## config.mk

```make
export PLATFORM = sky130hd
export DESIGN_NAME = z16_fetch_ctrl
export DESIGN_NICKNAME = d
export VERILOG_FILES = /design/src/rtl/z16_fetch_ctrl.sv
export SDC_FILE = /design/constraint.sdc
export NUM_CORES = 1
export LEC_CHECK = 0
export BUFFER_PORTS_ARGS = -buffer_cell sky130_fd_sc_hd__buf_2
export CAP_MARGIN = 20
export CORE_MARGIN = 10
export CORE_UTILIZATION = 30
export DETAILED_ROUTE_END_ITERATION = 10
export HOLD_SLACK_MARGIN = 0.03
export RECOVER_POWER = 100
export REMOVE_ABC_BUFFERS = 1
export SYNTH_ARGS = -nofsm -noshare
export SYNTH_HDL_FRONTEND = slang
export SYNTH_SLANG_ARGS = --single-unit
```

## constraint.sdc

```tcl
create_clock -name i_clk -period 2.3 [get_ports i_clk]
set_input_delay 0.115 -clock i_clk [delete_from_list [all_inputs] [get_ports i_clk]]
set_output_delay 0.115 -clock i_clk [all_outputs]
set_load 0.005 [all_outputs]
```

## src/rtl/z16_fetch_ctrl.sv

```systemverilog
// z16_fetch_ctrl: instruction fetch controller with an IDLE/RUN/HALT FSM,
// a 2-entry {pc, instr} prefetch buffer and redirect flush.
`default_nettype none

module z16_fetch_ctrl #(
  parameter logic [15:0] RESET_PC = 16'h0000
) (
  input  logic        i_clk,
  input  logic        i_rst_n,
  input  logic        i_start,
  input  logic        i_halt,
  input  logic        i_redirect,
  input  logic [15:0] i_redirect_pc,
  output logic [15:0] o_imem_addr,
  input  logic [15:0] i_imem_instr,
  output logic        o_instr_valid,
  input  logic        i_instr_ready,
  output logic [15:0] o_instr,
  output logic [15:0] o_pc,
  output logic [1:0]  o_state,
  output logic [1:0]  o_count
);

  localparam logic [15:0] RESET_PC_ALIGNED = RESET_PC & 16'hFFFE;

  typedef enum logic [1:0] {
    ST_IDLE = 2'd0,
    ST_RUN  = 2'd1,
    ST_HALT = 2'd2
  } state_e;

  state_e      state_q;
  logic [15:0] fetch_pc_q, fetch_pc_d;
  logic [1:0]  count_q, count_d;
  logic [15:0] pc0_q, pc0_d, pc1_q, pc1_d;
  logic [15:0] ins0_q, ins0_d, ins1_q, ins1_d;
  logic        pop, push;

  assign o_instr_valid = (count_q != 2'd0);
  assign pop           = o_instr_valid & i_instr_ready;
  assign push          = (state_q == ST_RUN) & ~i_redirect & ~i_halt &
                         ((count_q < 2'd2) | pop);

  assign o_imem_addr = fetch_pc_q;
  assign o_instr     = o_instr_valid ? ins0_q : 16'h0000;
  assign o_pc        = o_instr_valid ? pc0_q  : 16'h0000;
  assign o_state     = state_q;
  assign o_count     = count_q;

  // Entry 0 is always the head; a pop shifts entry 1 down into it.
  always_comb begin
    fetch_pc_d = fetch_pc_q;
    count_d    = count_q;
    pc0_d      = pc0_q;
    pc1_d      = pc1_q;
    ins0_d     = ins0_q;
    ins1_d     = ins1_q;
    if (i_redirect) begin
      count_d    = 2'd0;
      fetch_pc_d = i_redirect_pc & 16'hFFFE;
    end else begin
      if (push) begin
        fetch_pc_d = fetch_pc_q + 16'd2;
      end
      if (push && pop) begin
        if (count_q == 2'd2) begin
          pc0_d  = pc1_q;
          ins0_d = ins1_q;
          pc1_d  = fetch_pc_q;
          ins1_d = i_imem_instr;
        end else begin
          pc0_d  = fetch_pc_q;
          ins0_d = i_imem_instr;
        end
      end else if (push) begin
        if (count_q == 2'd0) begin
          pc0_d  = fetch_pc_q;
          ins0_d = i_imem_instr;
        end else begin
          pc1_d  = fetch_pc_q;
          ins1_d = i_imem_instr;
        end
        count_d = count_q + 2'd1;
      end else if (pop) begin
        pc0_d   = pc1_q;
        ins0_d  = ins1_q;
        count_d = count_q - 2'd1;
      end
    end
  end

  always_ff @(posedge i_clk or negedge i_rst_n) begin
    if (!i_rst_n) begin
      fetch_pc_q <= RESET_PC_ALIGNED;
      count_q    <= 2'd0;
      pc0_q      <= 16'h0000;
      pc1_q      <= 16'h0000;
      ins0_q     <= 16'h0000;
      ins1_q     <= 16'h0000;
    end else begin
      fetch_pc_q <= fetch_pc_d;
      count_q    <= count_d;
      pc0_q      <= pc0_d;
      pc1_q      <= pc1_d;
      ins0_q     <= ins0_d;
      ins1_q     <= ins1_d;
    end
  end

  // A redirect blocks start; only halt-in-RUN may still change state with it.
  always_ff @(posedge i_clk or negedge i_rst_n) begin
    if (!i_rst_n) begin
      state_q <= ST_IDLE;
    end else begin
      case (state_q)
        ST_IDLE: if (i_start && !i_redirect) state_q <= ST_RUN;
        ST_RUN:  if (i_halt)                 state_q <= ST_HALT;
        ST_HALT: if (i_start && !i_redirect) state_q <= ST_RUN;
        default:                             state_q <= ST_IDLE;
      endcase
    end
  end

endmodule

`default_nettype wire

```

======== Word-level counts from Yosys, hierarchy flattened ========
Cells that the tools add are included.
storage, ports and cells
  register bits ........................... 84
cells by class
  multiplexer cells ....................... 29
  magnitude comparators ................... 1
  equal/unequal tests ..................... 9
  add/subtract/negate cells ............... 3
  bitwise operators ....................... 7
  reduce and logical (&&, ||, !) cells .... 15
operators by type and width
  cell                   number
  $mux 16                22
  $add 16x2->16 const B  1
  $mux 2                 6
  $ne 2x2->1 const B     3
  $reduce_bool 2->1      3
  $reduce_bool 3->1      2
  $and 1x1->1            4
  $eq 2x2->1 const B     2
  $logic_not 2->1        2
  $ne 2x1->1 const B     2
  $pmux 2 s2             1
  $reduce_and 2->1       2
  $reduce_and 4->1       1
  $ne 3x1->1 const B     1
  $reduce_and 3->1       1
  $add 2x1->2 const B    1
  $eq 2x1->1 const B     1
  $logic_and 1x1->1      2
  $lt 2x2->1 const B     1
  $not 1->1              2
  $reduce_or 2->1        1
  $sub 2x1->2 const B    1
  $logic_not 1->1        1
  $or 1x1->1             1

======== Logic depth before layout (Yosys ltp) ========
  depth after elaboration ................. 7
  gate-level depth with buffers ........... 7
  gate-level depth less buffers ........... 5

======== Least setup slack after synthesis ========
OpenSTA, ideal clock, no wires.
  path type ............................... reg2reg
  start point ............................. register state_q[1] (netlist: o_state[1])
  end point ............................... register ins0_q[12]
  period minus slack after synthesis ...... 2159 ps
  slack ................................... 141 ps
  arrival ................................. 2031 ps
  data required time ...................... 2172 ps
  stages on the path, launching flop included .. 6
  cell sequence ........................... dfrtp_1 or4b_1 a21oi_1 buf_2 mux2_2 mux2_1
on the way
  longest elaborated chain between the ends .. 7
  elaborated cells on any way between the ends .. 10
ends and longest elaborated chain
  element                                                    RTL line  source
  start: declaration                                         32        state_e state_q;
  start signal: assignment                                   113       state_q <= ST_IDLE;
  start signal: assignment                                   116       ST_IDLE: if (i_start && !i_redirect) state_q <= ST_RUN;
  start signal: assignment                                   117       ST_RUN: if (i_halt) state_q <= ST_HALT;
  $eq 2x1->1 (*)                                             41        assign push = (state_q == ST_RUN) & ~i_redirect & ~i_halt &
  $and 1x1->1 (*) (3 in series)                              41
  $logic_and 1x1->1                                          65        if (push && pop) begin
  $ne 3x1->1 (no line) or $reduce_bool 3->1 (tied branches)  n/a
  $reduce_and 3->1 (no line)                                 n/a
  end signal: assignment                                     105       ins0_q <= ins0_d;
  end: declaration                                           36        logic [15:0] ins0_q, ins0_d, ins1_q, ins1_d;
Every way passes the cells marked *; elsewhere a longest branch is shown, timed or not.
A chain may end at the register's enable or synchronous reset.

======== Worst setup path in the final report ========
Ends and elaborated chain as after synthesis.

==> impl_metrics.csv <==
group,metric,value,unit
cells_and_area,nFillCells,1296,
die,coreArea,0.0132,sq mm
pwr,p_comb_frac,0.139,
cells_and_area,area_growth,31.6,%
timing,hold_ws,52.7,ps
critical_path,worstPathRequired,2520,ps
cells_and_area,multi_input_area,0.00191,sq mm
cells_and_area,drive_gt1_frac,0.377,
yosys,synth_seq_cells,81,
clock_network,clkSinkCount,81,
timing,rsz0062_at_grt,"false",
worst_hold_path,hold_class,"input pin to flip-flop",
pwr,peakVddDrop,0.331,mV
placement,portBuffers,87,
timing,setup_viol,0,
clock_network,htree_levels,3,
yosys,synth_cell_type_count,42,
timing,setup_slack,72.1,ps
timing,max_freq,449,MHz
yosys,ys_async_sr_fraction,1.00,
grt,first_global_vias,3155,
placement,dp_hpwl,7.05,mm
critical_path,crit_chain,"or4b_1 > a21oi_4 > buf_12 > mux2_2 > mux2_1",
die,start_util,0.304,
clock_network,clk_path_buf_depth,2,
critical_path,crit_fanout,21,
yosys,yosys-top-cells-area,"dfrtp_1, mux2_2, and2_1",
pwr,power.leakage,2.53,nW
grt,gr-usage-all-layers,0.115,
clock_network,root_buffer,"clkbuf_16",
clock_network,cts_tree,"done",
run_status,status,"complete, no violations",
grt,grt_max_degree,50,
grt,antenna_found_initial,1,
pwr,p_int,2.98,mW
die,fp.dieH,136,um
die,die_w,136,um
timing,finalCritPeriodShare,0.969,
cells_and_area,final-seq-area,0.00203,sq mm
yosys,synth_top_area_frac,0.505,
yosys,synth_cells,336,
pwr,p_seq_frac,0.442,
route,num_vias,2996,
critical_path,worst_path_largest_cell_delay,630,ps
route,firstDrtPassIters,4,
route,drc,0,
die,dieArea,0.0184,sq mm
timing,report.final.hold_viol_count,0,
timing,maxSlewHeadroom,0.151,
cells_and_area,fin_util,0.401,
critical_path,worstSetupStartpointType,"flip-flop",
grt,grt-ovfl-total,0,
clock_network,cts_buffers,9,
yosys,synth_area_per_cell,12.0,sq um
placement,dpl_worst_slack,78.3,ps
yosys,yosysTopAreaCell,"dfrtp_1",
run,drv_cap,0,
yosys,yosys_warnings,0,
pwr,swShare,0.240,
grt,grt_pass1_wl,16.7,mm
pwr,switching_power,0.943,mW
placement,place_congestion,0.785,
critical_path,critical_path_arrival,2450,ps
yosys,synth_area,0.00402,sq mm
die,row_count,42,
pwr,p_total,3.93,mW
pwr,p_per_area,743,mW/mm^2
route,ant_nets,0,
critical_path,worstSetupEndpointType,"flip-flop",
timing,min_period,2230,ps
route,routed_via_density,4.72,
pwr,pwr-share-clk,0.418,
cells_and_area,n_antenna_cell,0,
yosys,synth_ff_type,"dfrtp_1",
yosys,ys_top_cells_by_count,"mux2_2, dfrtp_1, and2_1, nand2_1, o21ai_0",
clock_network,cts.clk_slew.worst_paths,60,ps
die,io_pins,91,
critical_path,crit_type,"flip-flop to flip-flop",
yosys,synth_edf_count,0,
timing,maxSlewViolCount,0,
yosys,ys_seq_area_frac,0.505,
route,routedWlPerCell,16.0,um
timing,tightest_slew,1270,ps
yosys,yosysMostFrequentCell,"mux2_2",
route,first_iter_violations,93,
critical_path,slowest_stage,"or4b_1",
clock_network,clk_latency,340,ps
cells_and_area,nets,493,
timing,skew,7.02,ps
route,wl,10.1,mm
[worst max-delay path, delay by kind of cell, from the launching register on]
kind | cells | cell delay, ps
DFF | 1 | 420
and+or+nand+nor | 1 | 630
muxes | 2 | 640
buffers and inverters | 1 | 200
AOI/OAI and AO/OA | 1 | 200
[through the flow]
step | setup TNS [ps] | std cells | instance area, sq um
2_1_floorplan | -31600 | 316 | 3930
3_5_place_dp | 0 | 591 | 4720
4_1_cts | 0 | 635 | 5350
5_1_grt | 0 | 635 | 5290
6_report | 0 | 635 | 5290
3_3_place_gp | 0 | 591 | 4720
[area by class of cell]
type	instances	share of cell area
Sequential cell	81	0.383
Multi-Input combinational cell	231	0.360
Timing Repair Buffer	127	0.147
Clock buffer	9	0.0426
Tap cell	176	0.0417
Clock inverter	7	0.0225
Inverter	4	0.00284
[layout by cell type (no fill, tap or decap), types with 4 or more instances in the layout]
cell           count
nand2_1           20
inv_1              4
xnor2_1            4
and2_0             9
mux2_1             7
clkbuf_16          9
mux2_2            87
buf_2             55
nor2_1             6
dfrtp_1           81
and2_1            22
dlygate4sd3_1     28
clkbuf_2           5
nand3_1           10
clkbuf_1          33
o21ai_0           13
nand2b_1           4
mux2i_1            4
[what timing repair did]
action                    in CTS  in global routing
setup buffers                  0                  0
hold endpoints to repair      74                  0
resized for setup              0                  0
hold buffers                  28                  0
[registers in the layout (all words and copies together), names as in the netlist]
signal       flops
o_state          2
ins0_q          16
o_count          2
ins1_q          16
pc0_q           15
pc1_q           15
o_imem_addr     15
[worst paths after layout]
check,endpoint,depth (start not counted),slack [ps],from
hold reg to reg,ins0_q[12],1,480,ins0_q[12]
setup / recovery,ins0_q[12],5,70,o_state[1]
hold / removal,o_state[1],3,50,i_halt
min in group asynchronous,o_imem_addr[8],2,600,i_rst_n
setup reg to reg,ins0_q[12],5,70,o_state[1]
max in group asynchronous,pc1_q[13],3,570,i_rst_n
[power groups by stage]
| stage | clock (mW) | combinational, mW | sequential [mW] |
|---|---|---|---|
| floorplan | 0 | 0.322 | 1.72 |
| global placement | 0 | 0.515 | 1.75 |
| global route | 1.77 | 0.613 | 1.77 |
| finish | 1.64 | 0.547 | 1.74 |
| detailed placement | 0 | 0.532 | 1.76 |
| CTS | 1.70 | 0.571 | 1.74 |
[logic make-up after synthesis]
logic type,share of synthesized area
mux,0.274
buf+inv,0.0274
compound gates,0.0421
other cells,0.000934
xor+xnor,0.0131
simple gates,0.135
flops,0.505
fa+ha+maj,0.00311
[routing by layer]
layer  routed length, um  GRT usage  vias up  share of wire
li1                    -          -     1422              -
met1                4610      0.145     1485           0.45
met2                4680      0.178       73           0.46
met3                 642     0.0382       14          0.063
met4                 185     0.0478        2          0.018
met5                  20          0        -         0.0020
No activity file was read; power rests on OpenSTA's default activity.
